===== config.mk =====
export PLATFORM = sky130hd
export DESIGN_NAME = id_ex_pipe_flat
export DESIGN_NICKNAME = d
export VERILOG_FILES = /design/src/rtl/id_ex_pipe_if.sv /design/src/rtl/id_ex_pipe.sv /design/src/flat_wrapper.sv
export SDC_FILE = /design/constraint.sdc
export NUM_CORES = 1
export LEC_CHECK = 0
export BUFFER_PORTS_ARGS = -buffer_cell sky130_fd_sc_hd__buf_2
export CAP_MARGIN = 20
export CORE_AREA = 5 5 254 256
export CTS_CLUSTER_SIZE = 10
export DETAILED_ROUTE_END_ITERATION = 8
export DIE_AREA = 0 0 259 261
export PLACE_DENSITY_LB_ADDON = 0.08
export SYNTH_ARGS = -nofsm -noshare
export SYNTH_HDL_FRONTEND = slang
export SYNTH_SLANG_ARGS = --single-unit

===== constraint.sdc =====
create_clock -name clk -period 3.31 [get_ports clk]
set_clock_uncertainty 0.05 [all_clocks]
set_input_delay 0.8275 -clock clk [delete_from_list [all_inputs] [get_ports clk]]
set_output_delay 0.8275 -clock clk [all_outputs]
set_load 0.01 [all_outputs]

===== src/rtl/id_ex_pipe_if.sv =====
// Decode-to-execute link: decode bundle, flush and handshakes in one place.
// Latency: none (wires only).
// Backpressure: in_ready_o throttles decode; out_ready_i throttles the pipe.
//
// Modports:
//   slave  - the pipe register (takes the *_i signals, drives the *_o signals)
//   master - the surrounding decode/ex logic or a bench (the opposite direction)
interface id_ex_pipe_if #(
  parameter int unsigned DATA_W = 32,
  parameter int unsigned ADDR_W = 32,
  parameter int unsigned REG_AW = 5
);
  logic              flush_i;
  logic              in_valid_i;
  logic              in_ready_o;
  logic [DATA_W-1:0] inst_i;
  logic [ADDR_W-1:0] inst_addr_i;
  logic [ADDR_W-1:0] op1_i;
  logic [ADDR_W-1:0] op2_i;
  logic [ADDR_W-1:0] op1_jump_i;
  logic [ADDR_W-1:0] op2_jump_i;
  logic [DATA_W-1:0] reg1_rdata_i;
  logic [DATA_W-1:0] reg2_rdata_i;
  logic              reg_we_i;
  logic [REG_AW-1:0] reg_waddr_i;
  logic              csr_we_i;
  logic [DATA_W-1:0] csr_rdata_i;
  logic [ADDR_W-1:0] csr_waddr_i;
  logic              out_valid_o;
  logic              out_ready_i;
  logic [DATA_W-1:0] inst_o;
  logic [ADDR_W-1:0] inst_addr_o;
  logic [ADDR_W-1:0] op1_o;
  logic [ADDR_W-1:0] op2_o;
  logic [ADDR_W-1:0] op1_jump_o;
  logic [ADDR_W-1:0] op2_jump_o;
  logic [DATA_W-1:0] reg1_rdata_o;
  logic [DATA_W-1:0] reg2_rdata_o;
  logic              reg_we_o;
  logic [REG_AW-1:0] reg_waddr_o;
  logic              csr_we_o;
  logic [DATA_W-1:0] csr_rdata_o;
  logic [ADDR_W-1:0] csr_waddr_o;

  modport slave (
    input  flush_i, in_valid_i, inst_i, inst_addr_i, op1_i, op2_i,
           op1_jump_i, op2_jump_i, reg1_rdata_i, reg2_rdata_i,
           reg_we_i, reg_waddr_i, csr_we_i, csr_rdata_i, csr_waddr_i,
           out_ready_i,
    output in_ready_o, out_valid_o, inst_o, inst_addr_o, op1_o, op2_o,
           op1_jump_o, op2_jump_o, reg1_rdata_o, reg2_rdata_o,
           reg_we_o, reg_waddr_o, csr_we_o, csr_rdata_o, csr_waddr_o
  );

  modport master (
    output flush_i, in_valid_i, inst_i, inst_addr_i, op1_i, op2_i,
           op1_jump_i, op2_jump_i, reg1_rdata_i, reg2_rdata_i,
           reg_we_i, reg_waddr_i, csr_we_i, csr_rdata_i, csr_waddr_i,
           out_ready_i,
    input  in_ready_o, out_valid_o, inst_o, inst_addr_o, op1_o, op2_o,
           op1_jump_o, op2_jump_o, reg1_rdata_o, reg2_rdata_o,
           reg_we_o, reg_waddr_o, csr_we_o, csr_rdata_o, csr_waddr_o
  );
endinterface


===== src/rtl/id_ex_pipe.sv =====
// Decode-to-execute pipeline register with a main entry plus one skid entry.
// Latency: 1 cycle from accepted input to out_valid_o; 1 bundle/cycle sustained.
// Backpressure: in_ready_o = ~skid_valid, purely registered; ex stalls fill the skid.
//
// Ports:
//   clk          - clock
//   rst          - asynchronous active-low reset; discards both entries
//   bus (slave)  - decode bundle in, ex bundle out, flush_i, valid/ready pairs
//   stall_cnt_o  - 32-bit count of cycles with out_valid_o & ~out_ready_i
//                  (present only when ID_EX_STALL_CNT_EN is defined)
module id_ex_pipe #(
  parameter int unsigned       DATA_W   = 32,
  parameter int unsigned       ADDR_W   = 32,
  parameter int unsigned       REG_AW   = 5,
  parameter logic [DATA_W-1:0] NOP_INST = DATA_W'(32'h00000013)
) (
  input  logic        clk,
  input  logic        rst,
  id_ex_pipe_if.slave bus
`ifdef ID_EX_STALL_CNT_EN
  ,
  output logic [31:0] stall_cnt_o
`endif
);

  typedef struct packed {
    logic [DATA_W-1:0] inst;
    logic [ADDR_W-1:0] inst_addr;
    logic [ADDR_W-1:0] op1;
    logic [ADDR_W-1:0] op2;
    logic [ADDR_W-1:0] op1_jump;
    logic [ADDR_W-1:0] op2_jump;
    logic [DATA_W-1:0] reg1_rdata;
    logic [DATA_W-1:0] reg2_rdata;
    logic              reg_we;
    logic [REG_AW-1:0] reg_waddr;
    logic              csr_we;
    logic [DATA_W-1:0] csr_rdata;
    logic [ADDR_W-1:0] csr_waddr;
  } bundle_t;

  bundle_t in_b;
  bundle_t m_q, m_d;
  bundle_t s_q, s_d;
  bundle_t out_b;
  logic    m_vld_q, m_vld_d;
  logic    s_vld_q, s_vld_d;
  logic    in_xfer;
  logic    m_free;

  assign in_b = '{
    inst:       bus.inst_i,
    inst_addr:  bus.inst_addr_i,
    op1:        bus.op1_i,
    op2:        bus.op2_i,
    op1_jump:   bus.op1_jump_i,
    op2_jump:   bus.op2_jump_i,
    reg1_rdata: bus.reg1_rdata_i,
    reg2_rdata: bus.reg2_rdata_i,
    reg_we:     bus.reg_we_i,
    reg_waddr:  bus.reg_waddr_i,
    csr_we:     bus.csr_we_i,
    csr_rdata:  bus.csr_rdata_i,
    csr_waddr:  bus.csr_waddr_i
  };

  // Ready comes straight from the skid flag so there is no ex->decode comb path.
  assign bus.in_ready_o = ~s_vld_q;
  assign in_xfer        = bus.in_valid_i & ~s_vld_q;
  // M can take a new entry when it is empty or being consumed this cycle.
  assign m_free         = ~m_vld_q | bus.out_ready_i;

  always_comb begin
    m_d     = m_q;
    s_d     = s_q;
    m_vld_d = m_vld_q;
    s_vld_d = s_vld_q;
    if (bus.flush_i) begin
      // Squash everything, including a same-cycle input transfer.
      m_vld_d = 1'b0;
      s_vld_d = 1'b0;
    end else if (m_free) begin
      if (s_vld_q) begin
        m_d     = s_q;
        m_vld_d = 1'b1;
        // Unreachable while ready is ~s_vld, kept so S never drops a bundle
        // should ready ever be widened.
        if (in_xfer) begin
          s_d     = in_b;
          s_vld_d = 1'b1;
        end else begin
          s_vld_d = 1'b0;
        end
      end else if (in_xfer) begin
        m_d     = in_b;
        m_vld_d = 1'b1;
      end else begin
        m_vld_d = 1'b0;
      end
    end else if (in_xfer) begin
      s_d     = in_b;
      s_vld_d = 1'b1;
    end
  end

  always_ff @(posedge clk or negedge rst) begin
    if (!rst) begin
      m_q     <= '0;
      s_q     <= '0;
      m_vld_q <= 1'b0;
      s_vld_q <= 1'b0;
    end else begin
      m_q     <= m_d;
      s_q     <= s_d;
      m_vld_q <= m_vld_d;
      s_vld_q <= s_vld_d;
    end
  end

  // Outputs are masked to zero (NOP for the instruction) when M is empty.
  assign out_b            = m_vld_q ? m_q : '0;
  assign bus.out_valid_o  = m_vld_q;
  assign bus.inst_o       = m_vld_q ? m_q.inst : NOP_INST;
  assign bus.inst_addr_o  = out_b.inst_addr;
  assign bus.op1_o        = out_b.op1;
  assign bus.op2_o        = out_b.op2;
  assign bus.op1_jump_o   = out_b.op1_jump;
  assign bus.op2_jump_o   = out_b.op2_jump;
  assign bus.reg1_rdata_o = out_b.reg1_rdata;
  assign bus.reg2_rdata_o = out_b.reg2_rdata;
  assign bus.reg_we_o     = out_b.reg_we;
  assign bus.reg_waddr_o  = out_b.reg_waddr;
  assign bus.csr_we_o     = out_b.csr_we;
  assign bus.csr_rdata_o  = out_b.csr_rdata;
  assign bus.csr_waddr_o  = out_b.csr_waddr;

`ifdef ID_EX_STALL_CNT_EN
  logic [31:0] stall_cnt_q;

  // Free-running wrap; flush does not clear it, only reset does.
  always_ff @(posedge clk or negedge rst) begin
    if (!rst) begin
      stall_cnt_q <= '0;
    end else if (m_vld_q && !bus.out_ready_i) begin
      stall_cnt_q <= stall_cnt_q + 32'd1;
    end
  end

  assign stall_cnt_o = stall_cnt_q;
`endif

  // {s_vld, m_vld} = 2'b10 would mean a skid entry with no main entry.
  a_no_skid_without_main : assert property (
    @(posedge clk) disable iff (!rst) !(s_vld_q && !m_vld_q)
  );

endmodule


===== src/flat_wrapper.sv =====
// flat-port wrapper written by rule: the top's interface ports become plain ports
module id_ex_pipe_flat 
#(
  parameter int unsigned       DATA_W   = 32,
  parameter int unsigned       ADDR_W   = 32,
  parameter int unsigned       REG_AW   = 5,
  parameter logic [DATA_W-1:0] NOP_INST = DATA_W'(32'h00000013)
)
  (clk, rst, bus_flush_i, bus_in_valid_i, bus_inst_i, bus_inst_addr_i, bus_op1_i, bus_op2_i, bus_op1_jump_i, bus_op2_jump_i, bus_reg1_rdata_i, bus_reg2_rdata_i, bus_reg_we_i, bus_reg_waddr_i, bus_csr_we_i, bus_csr_rdata_i, bus_csr_waddr_i, bus_out_ready_i, bus_in_ready_o, bus_out_valid_o, bus_inst_o, bus_inst_addr_o, bus_op1_o, bus_op2_o, bus_op1_jump_o, bus_op2_jump_o, bus_reg1_rdata_o, bus_reg2_rdata_o, bus_reg_we_o, bus_reg_waddr_o, bus_csr_we_o, bus_csr_rdata_o, bus_csr_waddr_o);
  id_ex_pipe_if #(.DATA_W(DATA_W), .ADDR_W(ADDR_W), .REG_AW(REG_AW)) bus_i ();
  input  logic clk;
  input  logic rst;
  input wire logic [$bits(bus_i.flush_i)-1:0] bus_flush_i;
  input wire logic [$bits(bus_i.in_valid_i)-1:0] bus_in_valid_i;
  input wire logic [$bits(bus_i.inst_i)-1:0] bus_inst_i;
  input wire logic [$bits(bus_i.inst_addr_i)-1:0] bus_inst_addr_i;
  input wire logic [$bits(bus_i.op1_i)-1:0] bus_op1_i;
  input wire logic [$bits(bus_i.op2_i)-1:0] bus_op2_i;
  input wire logic [$bits(bus_i.op1_jump_i)-1:0] bus_op1_jump_i;
  input wire logic [$bits(bus_i.op2_jump_i)-1:0] bus_op2_jump_i;
  input wire logic [$bits(bus_i.reg1_rdata_i)-1:0] bus_reg1_rdata_i;
  input wire logic [$bits(bus_i.reg2_rdata_i)-1:0] bus_reg2_rdata_i;
  input wire logic [$bits(bus_i.reg_we_i)-1:0] bus_reg_we_i;
  input wire logic [$bits(bus_i.reg_waddr_i)-1:0] bus_reg_waddr_i;
  input wire logic [$bits(bus_i.csr_we_i)-1:0] bus_csr_we_i;
  input wire logic [$bits(bus_i.csr_rdata_i)-1:0] bus_csr_rdata_i;
  input wire logic [$bits(bus_i.csr_waddr_i)-1:0] bus_csr_waddr_i;
  input wire logic [$bits(bus_i.out_ready_i)-1:0] bus_out_ready_i;
  output wire logic [$bits(bus_i.in_ready_o)-1:0] bus_in_ready_o;
  output wire logic [$bits(bus_i.out_valid_o)-1:0] bus_out_valid_o;
  output wire logic [$bits(bus_i.inst_o)-1:0] bus_inst_o;
  output wire logic [$bits(bus_i.inst_addr_o)-1:0] bus_inst_addr_o;
  output wire logic [$bits(bus_i.op1_o)-1:0] bus_op1_o;
  output wire logic [$bits(bus_i.op2_o)-1:0] bus_op2_o;
  output wire logic [$bits(bus_i.op1_jump_o)-1:0] bus_op1_jump_o;
  output wire logic [$bits(bus_i.op2_jump_o)-1:0] bus_op2_jump_o;
  output wire logic [$bits(bus_i.reg1_rdata_o)-1:0] bus_reg1_rdata_o;
  output wire logic [$bits(bus_i.reg2_rdata_o)-1:0] bus_reg2_rdata_o;
  output wire logic [$bits(bus_i.reg_we_o)-1:0] bus_reg_we_o;
  output wire logic [$bits(bus_i.reg_waddr_o)-1:0] bus_reg_waddr_o;
  output wire logic [$bits(bus_i.csr_we_o)-1:0] bus_csr_we_o;
  output wire logic [$bits(bus_i.csr_rdata_o)-1:0] bus_csr_rdata_o;
  output wire logic [$bits(bus_i.csr_waddr_o)-1:0] bus_csr_waddr_o;
  assign bus_i.flush_i = bus_flush_i;
  assign bus_i.in_valid_i = bus_in_valid_i;
  assign bus_i.inst_i = bus_inst_i;
  assign bus_i.inst_addr_i = bus_inst_addr_i;
  assign bus_i.op1_i = bus_op1_i;
  assign bus_i.op2_i = bus_op2_i;
  assign bus_i.op1_jump_i = bus_op1_jump_i;
  assign bus_i.op2_jump_i = bus_op2_jump_i;
  assign bus_i.reg1_rdata_i = bus_reg1_rdata_i;
  assign bus_i.reg2_rdata_i = bus_reg2_rdata_i;
  assign bus_i.reg_we_i = bus_reg_we_i;
  assign bus_i.reg_waddr_i = bus_reg_waddr_i;
  assign bus_i.csr_we_i = bus_csr_we_i;
  assign bus_i.csr_rdata_i = bus_csr_rdata_i;
  assign bus_i.csr_waddr_i = bus_csr_waddr_i;
  assign bus_i.out_ready_i = bus_out_ready_i;
  assign bus_in_ready_o = bus_i.in_ready_o;
  assign bus_out_valid_o = bus_i.out_valid_o;
  assign bus_inst_o = bus_i.inst_o;
  assign bus_inst_addr_o = bus_i.inst_addr_o;
  assign bus_op1_o = bus_i.op1_o;
  assign bus_op2_o = bus_i.op2_o;
  assign bus_op1_jump_o = bus_i.op1_jump_o;
  assign bus_op2_jump_o = bus_i.op2_jump_o;
  assign bus_reg1_rdata_o = bus_i.reg1_rdata_o;
  assign bus_reg2_rdata_o = bus_i.reg2_rdata_o;
  assign bus_reg_we_o = bus_i.reg_we_o;
  assign bus_reg_waddr_o = bus_i.reg_waddr_o;
  assign bus_csr_we_o = bus_i.csr_we_o;
  assign bus_csr_rdata_o = bus_i.csr_rdata_o;
  assign bus_csr_waddr_o = bus_i.csr_waddr_o;
  id_ex_pipe #(.DATA_W(DATA_W), .ADDR_W(ADDR_W), .REG_AW(REG_AW), .NOP_INST(NOP_INST)) u_core (.clk(clk), .rst(rst), .bus(bus_i));
endmodule

==> flow_summary.toml, run 1 <==
[outcome]
outcome = "finished, final reports clean"

[detailed_routing]
drt_wl_total_um = 82300
vias = 19300
wire_per_inst_um = 22.5
postRouteAntennaNets = 0
drtIter0Drc = 920
drt-pass1-iter-count = 4
viasPerCell = 5.26
drc_errors = 0

[pwr]
seq_power_share_pct = 48.5
p_comb_share_pct = 16.9
clock_power_share_pct = 34.6
switchingPower_mw = 5.50
internal_power_mw = 16.4
peakVddDrop_mv = 0.419
power_mw = 21.9
netSwitchingFraction_pct = 25.1
power.leakage_nw = 17.2
powerDensity_nw_per_um2 = 593

[global_routing]
overflow = 0
grtUsageTotal_pct = 23.8
grt_first_pass_wirelength_um = 126000
antenna_found_initial = 45
grt_max_degree = 117
grt_pass1_vias = 21100

[layout]
final_common_cell = "mux2_2"
final_cell_mix = "mux2_2, buf_2, dfrtp_1, and2_1, clkbuf_16"
final_layout_size_suffix_gt1_share_pct = 62.2
syn2layout_area_growth_pct = 22.3
final_util_pct = 59.4
finalNonFillerCells = 3665
nets = 3098

[critical_path]
reg2reg_depth = 5
crit_required_ns = 2.43
endpoint_kind = "output port"
worst-path-max-fanout = 41
critPathArrivalTime_ns = 2.14
startpoint_type = "register"
path_class = "register to output port"

[floorplan]
start_util_pct = 48.5
rows = 92
io_pins = 661
coreArea_um2 = 62300
die_h_um = 261
fp.dieW_um = 259
dieArea_um2 = 67600

[synth]
syn-instance-count = 2118
syn-cell-area_um2 = 30200
syn_avg_cell_area_um2 = 14.3
ys_seq_area_share_pct = 54.3
ys_warn_count = 0
synth-seq-cells = 656
synth_cell_types = 17
syn_nets = 2450

[sta]
tns_ns = 0
worst_slew_pin_slew_ns = 0.625
relSlewSlack_pct = 58.4
fmax_mhz = 331
finalCritPeriodShare_pct = 91.2
finalSetupViolCount = 0
rsz0062_at_grt = "false"
maxSlewViolCount = 0
finalHoldViolCount = 0
fin_crit_ns = 3.02

[hold_path]
hp-class = "primary input to async pin"

[place]
dp.cells = 3533
place_congestion = 0.819
dp_hpwl_um = 58600
port_buffers = 660

[clock_tree]
clock-sinks = 656
clk_path_buf_depth = 3
insertion_delay_ns = 0.60
cts_tree = "built"
cts_setup_buffers = 0
clk_pin_slew_ns = 0.05
cts_resized = 0
holdBufCountCts = 0
clockRootBuffer = "clkbuf_16"
ctsHtreeMaxLevel = 3
cts_buffers = 77

[flow_run]
drv_cap = 0
## kinds of logic (layout without fill, tap and decap cells)
| family | count (synthesis) | in the layout | synth area share [%] |
|---|---|---|---|
| mux | 981 | 981 | 36.5 |
| compound gates | 1 | 1 | 0.0165 |
| buf+inv | 146 | 818 | 2.24 |
| simple gates | 334 | 334 | 6.90 |
| flops | 656 | 656 | 54.3 |
| other cells | 0 | 29 | 0 |
## synthesized netlist by cell type (all sizes together)
master | instances | area, um2
nor3 | 2 | 15.0
inv | 1 | 3.75
a21oi | 1 | 5.00
mux2 | 981 | 11000
clkbuf | 43 | 161
nand3 | 1 | 5.00
and2b | 1 | 7.51
buf | 102 | 512
dfrtp | 656 | 16400
and2 | 324 | 2030
nand2b | 4 | 25.0
nor2 | 2 | 7.51
## path summary, 6_finish.rpt
path,from,endpoint,slack [ns]
worst max-delay path,u_core.bus.out_valid_o,bus_reg1_rdata_o[1],0.29
worst min-delay path,rst,u_core.s_q[57],0.08
worst max register to register,u_core.bus.out_valid_o,u_core.m_q[33],0.95
worst min register to register,u_core.m_q[3],u_core.m_q[3],0.43
max in group asynchronous,rst,u_core.m_q[45],2.10
min in group clk,bus_reg1_rdata_i[18],u_core.s_q[121],0.42
## power by group through the flow
stage	sequential, mW	combinational (mW)	clock [mW]
floorplan	10.4	2.51	0
CTS	10.6	3.78	7.80
global placement	10.6	3.62	0
detailed placement	10.8	3.77	0
global route	10.8	4.08	8.16
finish	10.6	3.71	7.59
## routing by layer
layer  part of all wire [%]  track usage [%]
met1                     39             29.1
met2                     50             39.8
met3                    7.1             7.46
met4                    3.5             9.49
met5                   0.26                0
## area by class of cell
type	count	area (um2)
Antenna cell	29	72.6
Clock buffer	98	2090
Clock inverter	5	72.6
Fill cell	5019	25300
Inverter	1	3.75
Multi-Input combinational cell	1316	13200
Sequential cell	656	16400
Tap cell	846	1060
Timing Repair Buffer	714	4110
## sequential cells by signal (all words and copies together), names as in the netlist
signal,cells
u_core.s_vld_q,1
u_core.s_q,327
u_core.bus.out_valid_o,1
u_core.m_q,327
## per-stage QoR
stage | worst slack (ns) | hold slack (ns) | instance area [um2]
finish | 0.291 | 0.0755 | 37000
global route | 0.138 | 0.0884 | 37000
CTS | 0.205 | 0.0803 | 36900
detailed placement | 0.630 | 0.418 | 34700
global placement | 0.675 | 0.411 | 34700
floorplan | 1.16 | 0.400 | 30200
## worst max-delay path, cell delays in order, from the launching register on
cell and delay [ns]:
dfrtp_4 0.61, buf_12 0.27, buf_4 0.29, and2_1 0.21
buf_2 0.15
No activity file was read; power rests on OpenSTA's default activity.
==> run 2: changes to the inputs <==
--- a/config.mk
+++ b/config.mk
@@ -7,10 +7,10 @@
 export LEC_CHECK = 0
 export BUFFER_PORTS_ARGS = -buffer_cell sky130_fd_sc_hd__buf_2
 export CAP_MARGIN = 20
-export CORE_AREA = 5 5 254 256
+export CORE_AREA = 5 5 255 257
 export CTS_CLUSTER_SIZE = 10
 export DETAILED_ROUTE_END_ITERATION = 8
-export DIE_AREA = 0 0 259 261
+export DIE_AREA = 0 0 260 262
 export PLACE_DENSITY_LB_ADDON = 0.08
 export SYNTH_ARGS = -nofsm -noshare
 export SYNTH_HDL_FRONTEND = slang
==> constraint.sdc (replaced) <==
create_clock -name clk -period 3 [get_ports clk]
set_clock_uncertainty 0.05 [all_clocks]
set_input_delay 0.75 -clock clk [delete_from_list [all_inputs] [get_ports clk]]
set_output_delay 0.75 -clock clk [all_outputs]
set_load 0.01 [all_outputs]
==> run 2 against run 1 <==
First-iteration DRC count down 8.4%. Non-clock buffer count unchanged. Combinational power up 11%. Critical path depth down 1. Routed wire length up 1.1%. Flip-flop and latch count unchanged. Largest cell class unchanged.
==> flow_summary.toml, run 2 (same netlist as run 1, synthesis figures left out) <==
[critical_path]
endpoint_kind = "output port"
startpoint_type = "register"
cpPeakStageDelay_ns = 0.66
crit_required_ns = 2.20
worst-path-max-fanout = 33
crit_path_top_delay_cell = "dfrtp_4"
path_class = "register to output port"
critPathArrivalTime_ns = 2.09
crit_path_cell_trace = "buf_4 -> and2_1 -> buf_2"

[floorplan]
fp.dieW_um = 260
dieArea_um2 = 68100
die_h_um = 262
coreArea_um2 = 62500
io_pins = 661
start_util_pct = 48.4
rows = 92

[pwr]
power_mw = 24.3
p_comb_share_pct = 16.9
powerDensity_nw_per_um2 = 657
peakVddDrop_mv = 0.385
power.leakage_nw = 17.2
internal_power_mw = 18.1
netSwitchingFraction_pct = 25.3
clock_power_share_pct = 34.7
switchingPower_mw = 6.13
seq_power_share_pct = 48.4

[hold_path]
hp-class = "primary input to async pin"

[global_routing]
grt_max_degree = 122
grt_first_pass_wirelength_um = 125000
grt_pass1_vias = 21200
grtUsageTotal_pct = 23.6
overflow = 0
antenna_found_initial = 62

[place]
dp_hpwl_um = 58800
place_congestion = 0.824
dp.cells = 3532
port_buffers = 660

[clock_tree]
clock-sinks = 656
insertion_delay_ns = 0.60
clk_pin_slew_ns = 0.05
clockRootBuffer = "clkbuf_16"
cts_tree = "built"
cts_buffers = 77
cts_setup_buffers = 0
ctsHtreeMaxLevel = 3
clk_path_buf_depth = 3

[sta]
tns_ns = 0
fin_crit_ns = 2.89
relSlewSlack_pct = 44.9
worst_slew_pin_slew_ns = 0.826
rsz0062_at_grt = "false"
finalSetupViolCount = 0
holdWs_ns = 0.0472
finalHoldViolCount = 0
finalCritPeriodShare_pct = 96.4
fmax_mhz = 346
maxSlewViolCount = 0

[layout]
nets = 3098
final_common_cell = "mux2_2"
final_cell_mix = "mux2_2, buf_2, dfrtp_1, and2_1, clkbuf_16"
reg_top3 = "u_core.m_q: 327 flops, u_core.s_q: 327 flops"
final_layout_size_suffix_gt1_share_pct = 62.3
syn2layout_area_growth_pct = 22.2
finalNonFillerCells = 3667

[detailed_routing]
viasPerCell = 5.28
drtIter0Drc = 843
wire_per_inst_um = 22.7
postRouteAntennaNets = 0
drc_errors = 0
drt-pass1-iter-count = 4
drt_wl_total_um = 83200
vias = 19400

[outcome]
outcome = "finished, final reports clean"

[flow_run]
drv_cap = 0
==> run 2: layer usage <==
| metal | part of all wire (%) | track usage (%) |
|---|---|---|
| met1 | 39 | 28.4 |
| met2 | 49 | 38.7 |
| met3 | 7.0 | 7.62 |
| met4 | 4.3 | 11.2 |
| met5 | 0.39 | 0 |
==> run 2: repair_timing <==
action | 4_1_cts | 5_1_grt
resized for setup | 0 | 1
hold buffers | 0 | 0
endpoints found under the setup margin | 0 | 3
endpoints found under the hold margin | 0 | 0
==> run 2: cell type report <==
| cell class | instances | area, um2 |
|---|---|---|
| multi-input cells | 1316 | 13200 |
| flip-flops and latches | 656 | 16400 |
| repair buffers | 714 | 4040 |
| fillers | 5124 | 25600 |
| diodes | 33 | 82.6 |
| well taps | 846 | 1060 |
| clock inverters | 6 | 77.6 |
| inverters | 1 | 3.75 |
| clock buffers | 95 | 2090 |
==> run 2: power groups by stage <==
stage / clock network [mW] / registers, mW / logic (mW)
after floorplan: 0 / 11.5 / 2.77
after global placement: 0 / 11.7 / 4.00
after detailed placement: 0 / 11.9 / 4.16
after CTS: 8.67 / 11.7 / 4.18
after global routing: 8.97 / 12.0 / 4.51
final: 8.42 / 11.7 / 4.11
==> run 2: worst paths after layout <==
check / from / endpoint / slack [ns] / cells after the start
max: u_core.bus.out_valid_o / bus_op2_jump_o[19] / 0.11 / 3
min: rst / u_core.s_q[8] / 0.05 / 1
max reg2reg: u_core.bus.out_valid_o / u_core.m_q[266] / 0.63 / 5
min reg2reg: u_core.m_q[0] / u_core.m_q[0] / 0.43 / 1
max in group asynchronous: rst / u_core.m_q[271] / 1.94 / 2
min in group clk: bus_reg1_rdata_i[11] / u_core.s_q[114] / 0.32 / 2
==> run 2: per-stage QoR <==
stage	utilization (%)	setup WS [ns]	cell area (um2)
floorplan	-	0.925	30200
global placement	55.4	0.468	34700
detailed placement	55.4	0.467	34700
CTS	58.9	0.0285	36800
global route	59.1	0.0267	36900
finish	59.1	0.108	36900
==> run 2: critical path: cells and delay by family, from the launching register on <==
kind                   cells  cell delay [ns]
flip-flops                 1             0.66
buffers and inverters      2             0.55
AND/OR/NAND/NOR            1             0.24
==> run 3: changes to the inputs <==
--- a/config.mk
+++ b/config.mk
@@ -7,10 +7,10 @@
 export LEC_CHECK = 0
 export BUFFER_PORTS_ARGS = -buffer_cell sky130_fd_sc_hd__buf_2
 export CAP_MARGIN = 20
-export CORE_AREA = 5 5 255 257
+export CORE_AREA = 5 5 254 256
 export CTS_CLUSTER_SIZE = 10
 export DETAILED_ROUTE_END_ITERATION = 8
-export DIE_AREA = 0 0 260 262
+export DIE_AREA = 0 0 259 261
 export PLACE_DENSITY_LB_ADDON = 0.08
 export SYNTH_ARGS = -nofsm -noshare
 export SYNTH_HDL_FRONTEND = slang
==> constraint.sdc (replaced) <==
create_clock -name clk -period 3.4 [get_ports clk]
set_clock_uncertainty 0.05 [all_clocks]
set_input_delay 0.85 -clock clk [delete_from_list [all_inputs] [get_ports clk]]
set_output_delay 0.85 -clock clk [all_outputs]
set_load 0.01 [all_outputs]
==> run 3 against run 2 <==
Die area decreased by 0.76%. First-iteration DRC count increased by 1.9%. Register-to-register slack improved by 0.25 ns. Critical endpoint is now bus_op1_o[3]. Largest power group unchanged. Non-clock buffer count unchanged. Clock-buffer cell count decreased by 6.
==> flow_summary.toml, run 3 (same netlist as run 1, synthesis figures left out) <==
[outcome]
outcome = "finished, final reports clean"

[place]
place_ws_ns = 0.688
dp.cells = 3533
dpl_cell_area_um2 = 34700
place_congestion = 0.833
port_buffers = 660
dp_hpwl_um = 58200

[pwr]
p_comb_share_pct = 17.1
netSwitchingFraction_pct = 25.1
powerDensity_nw_per_um2 = 572
internal_power_mw = 15.8
clock_power_share_pct = 33.8
seq_power_share_pct = 49.1
peakVddDrop_mv = 0.431
power.leakage_nw = 17.1
power_mw = 21.1
switchingPower_mw = 5.30

[global_routing]
grtUsageTotal_pct = 23.6
antenna_found_initial = 45
grt_pass1_vias = 20800
grt_first_pass_wirelength_um = 125000
overflow = 0
grt_max_degree = 108

[sta]
worst_slack_ns = 0.387
finalHoldViolCount = 0
worst_slew_pin_slew_ns = 0.633
finalSetupViolCount = 0
maxSlewViolCount = 0
relSlewSlack_pct = 57.8
finalCritPeriodShare_pct = 88.6
tns_ns = 0
holdWs_ns = 0.149
fmax_mhz = 332
fin_crit_ns = 3.01
rsz0062_at_grt = "false"

[detailed_routing]
drt-pass1-iter-count = 4
wire_per_inst_um = 22.4
postRouteAntennaNets = 0
drt_wl_total_um = 81800
viasPerCell = 5.25
drc_errors = 0
vias = 19200
drtIter0Drc = 859

[clock_tree]
cts_buffers = 76
insertion_delay_ns = 0.60
cts_setup_buffers = 0
ctsHtreeMaxLevel = 3
clk_pin_slew_ns = 0.06
cts_tree = "built"
cts_resized = 0
holdBufCountCts = 0
clockRootBuffer = "clkbuf_16"
clock-sinks = 656
clk_path_buf_depth = 3

[layout]
final_area_um2 = 36800
final_layout_size_suffix_gt1_share_pct = 62.3
n_fill_cell = 5146
final_cell_mix = "mux2_2, buf_2, dfrtp_1, and2_1, clkbuf_16"
syn2layout_area_growth_pct = 21.9
final_common_cell = "mux2_2"
finalNonFillerCells = 3654
nets = 3097
reg_top3 = "u_core.m_q: 327 flops, u_core.s_q: 327 flops"
final_util_pct = 59.2

[critical_path]
critical_path.startpoint = "u_core.bus.out_valid_o"
cpPeakStageDelay_ns = 0.61
timing.rr.start = "u_core.s_vld_q"
timing.rr.end = "u_core.m_q[162]"
critPathArrivalTime_ns = 2.11
cp_num_cells = 3
endpoint_kind = "output port"
crit_path_top_delay_cell = "dfrtp_4"
path_class = "register to output port"
ff2ff_setup_slack_ns = 0.88
crit_family = "flip-flops"
startpoint_type = "register"
reg2reg_depth = 5
crit_end = "bus_op1_o[3]"
worst-path-max-fanout = 107
crit_required_ns = 2.50
crit_path_cell_trace = "buf_12 -> and2_1 -> buf_2"
path_buf_inv = 2

[floorplan]
fp.dieW_um = 259
io_pins = 661
rows = 92
dieArea_um2 = 67600
die_h_um = 261
coreArea_um2 = 62300
start_util_pct = 48.5

[flow_run]
drv_cap = 0

[hold_path]
hp-class = "primary input to async pin"
-- run 3: cell types whose count changed in the layout (fill, tap and decap cells not counted), sizes merged --
cell / before / now
clkbuf: 96 / 89
diode: 33 / 26
buf: 713 / 714
bufinv: 1 / 0
inv: 4 / 5
-- run 3: routing by layer --
| layer | vias to the layer above | GRT usage, % | share of wire (%) |
|---|---|---|---|
| li1 | 8678 | - | - |
| met1 | 9799 | 28.9 | 39 |
| met2 | 500 | 38.9 | 50 |
| met3 | 178 | 7.85 | 7.3 |
| met4 | 36 | 9.36 | 3.6 |
| met5 | - | 0 | 0.29 |
-- run 3: how the worst min path moves through the flow --
stage	startpoint	endpoint	slack, ns	cells after the start
finish	rst	u_core.m_q[87]	0.15	1
detailed placement	u_core.m_q[46]	u_core.m_q[46]	0.42	1
global route	rst	u_core.m_q[87]	0.15	1
global placement	u_core.m_q[43]	u_core.m_q[43]	0.41	1
CTS	rst	u_core.m_q[87]	0.14	1
floorplan	u_core.m_q[0]	u_core.m_q[0]	0.40	1
-- run 3: final cells by class --
| cell class | instances | area [um2] | share of cell area, % |
|---|---|---|---|
| antenna | 26 | 65.1 | 0.177 |
| clock buffer | 89 | 2000 | 5.44 |
| clock inverter | 6 | 56.3 | 0.153 |
| inverter | 1 | 3.75 | 0.0102 |
| multi-input combinational | 1316 | 13200 | 35.7 |
| sequential | 656 | 16400 | 44.6 |
| tap | 846 | 1060 | 2.87 |
| timing repair buffer | 714 | 4080 | 11.1 |
-- run 3: worst reg2reg max path, stage by stage, from the launching register on --
cell	delay [ns]
dfrtp_4	0.78
nor2_1	0.22
nor3_4	0.26
buf_12	0.25
buf_4	0.42
mux2_2	0.40
-- run 3: power groups by stage --
stage               combinational (mW)  clock [mW]  sequential, mW
floorplan                         2.44           0            10.2
global placement                  3.52           0            10.3
detailed placement                3.66           0            10.5
CTS                               3.67        7.34            10.3
global route                      3.96        7.65            10.5
finish                            3.60        7.13            10.4
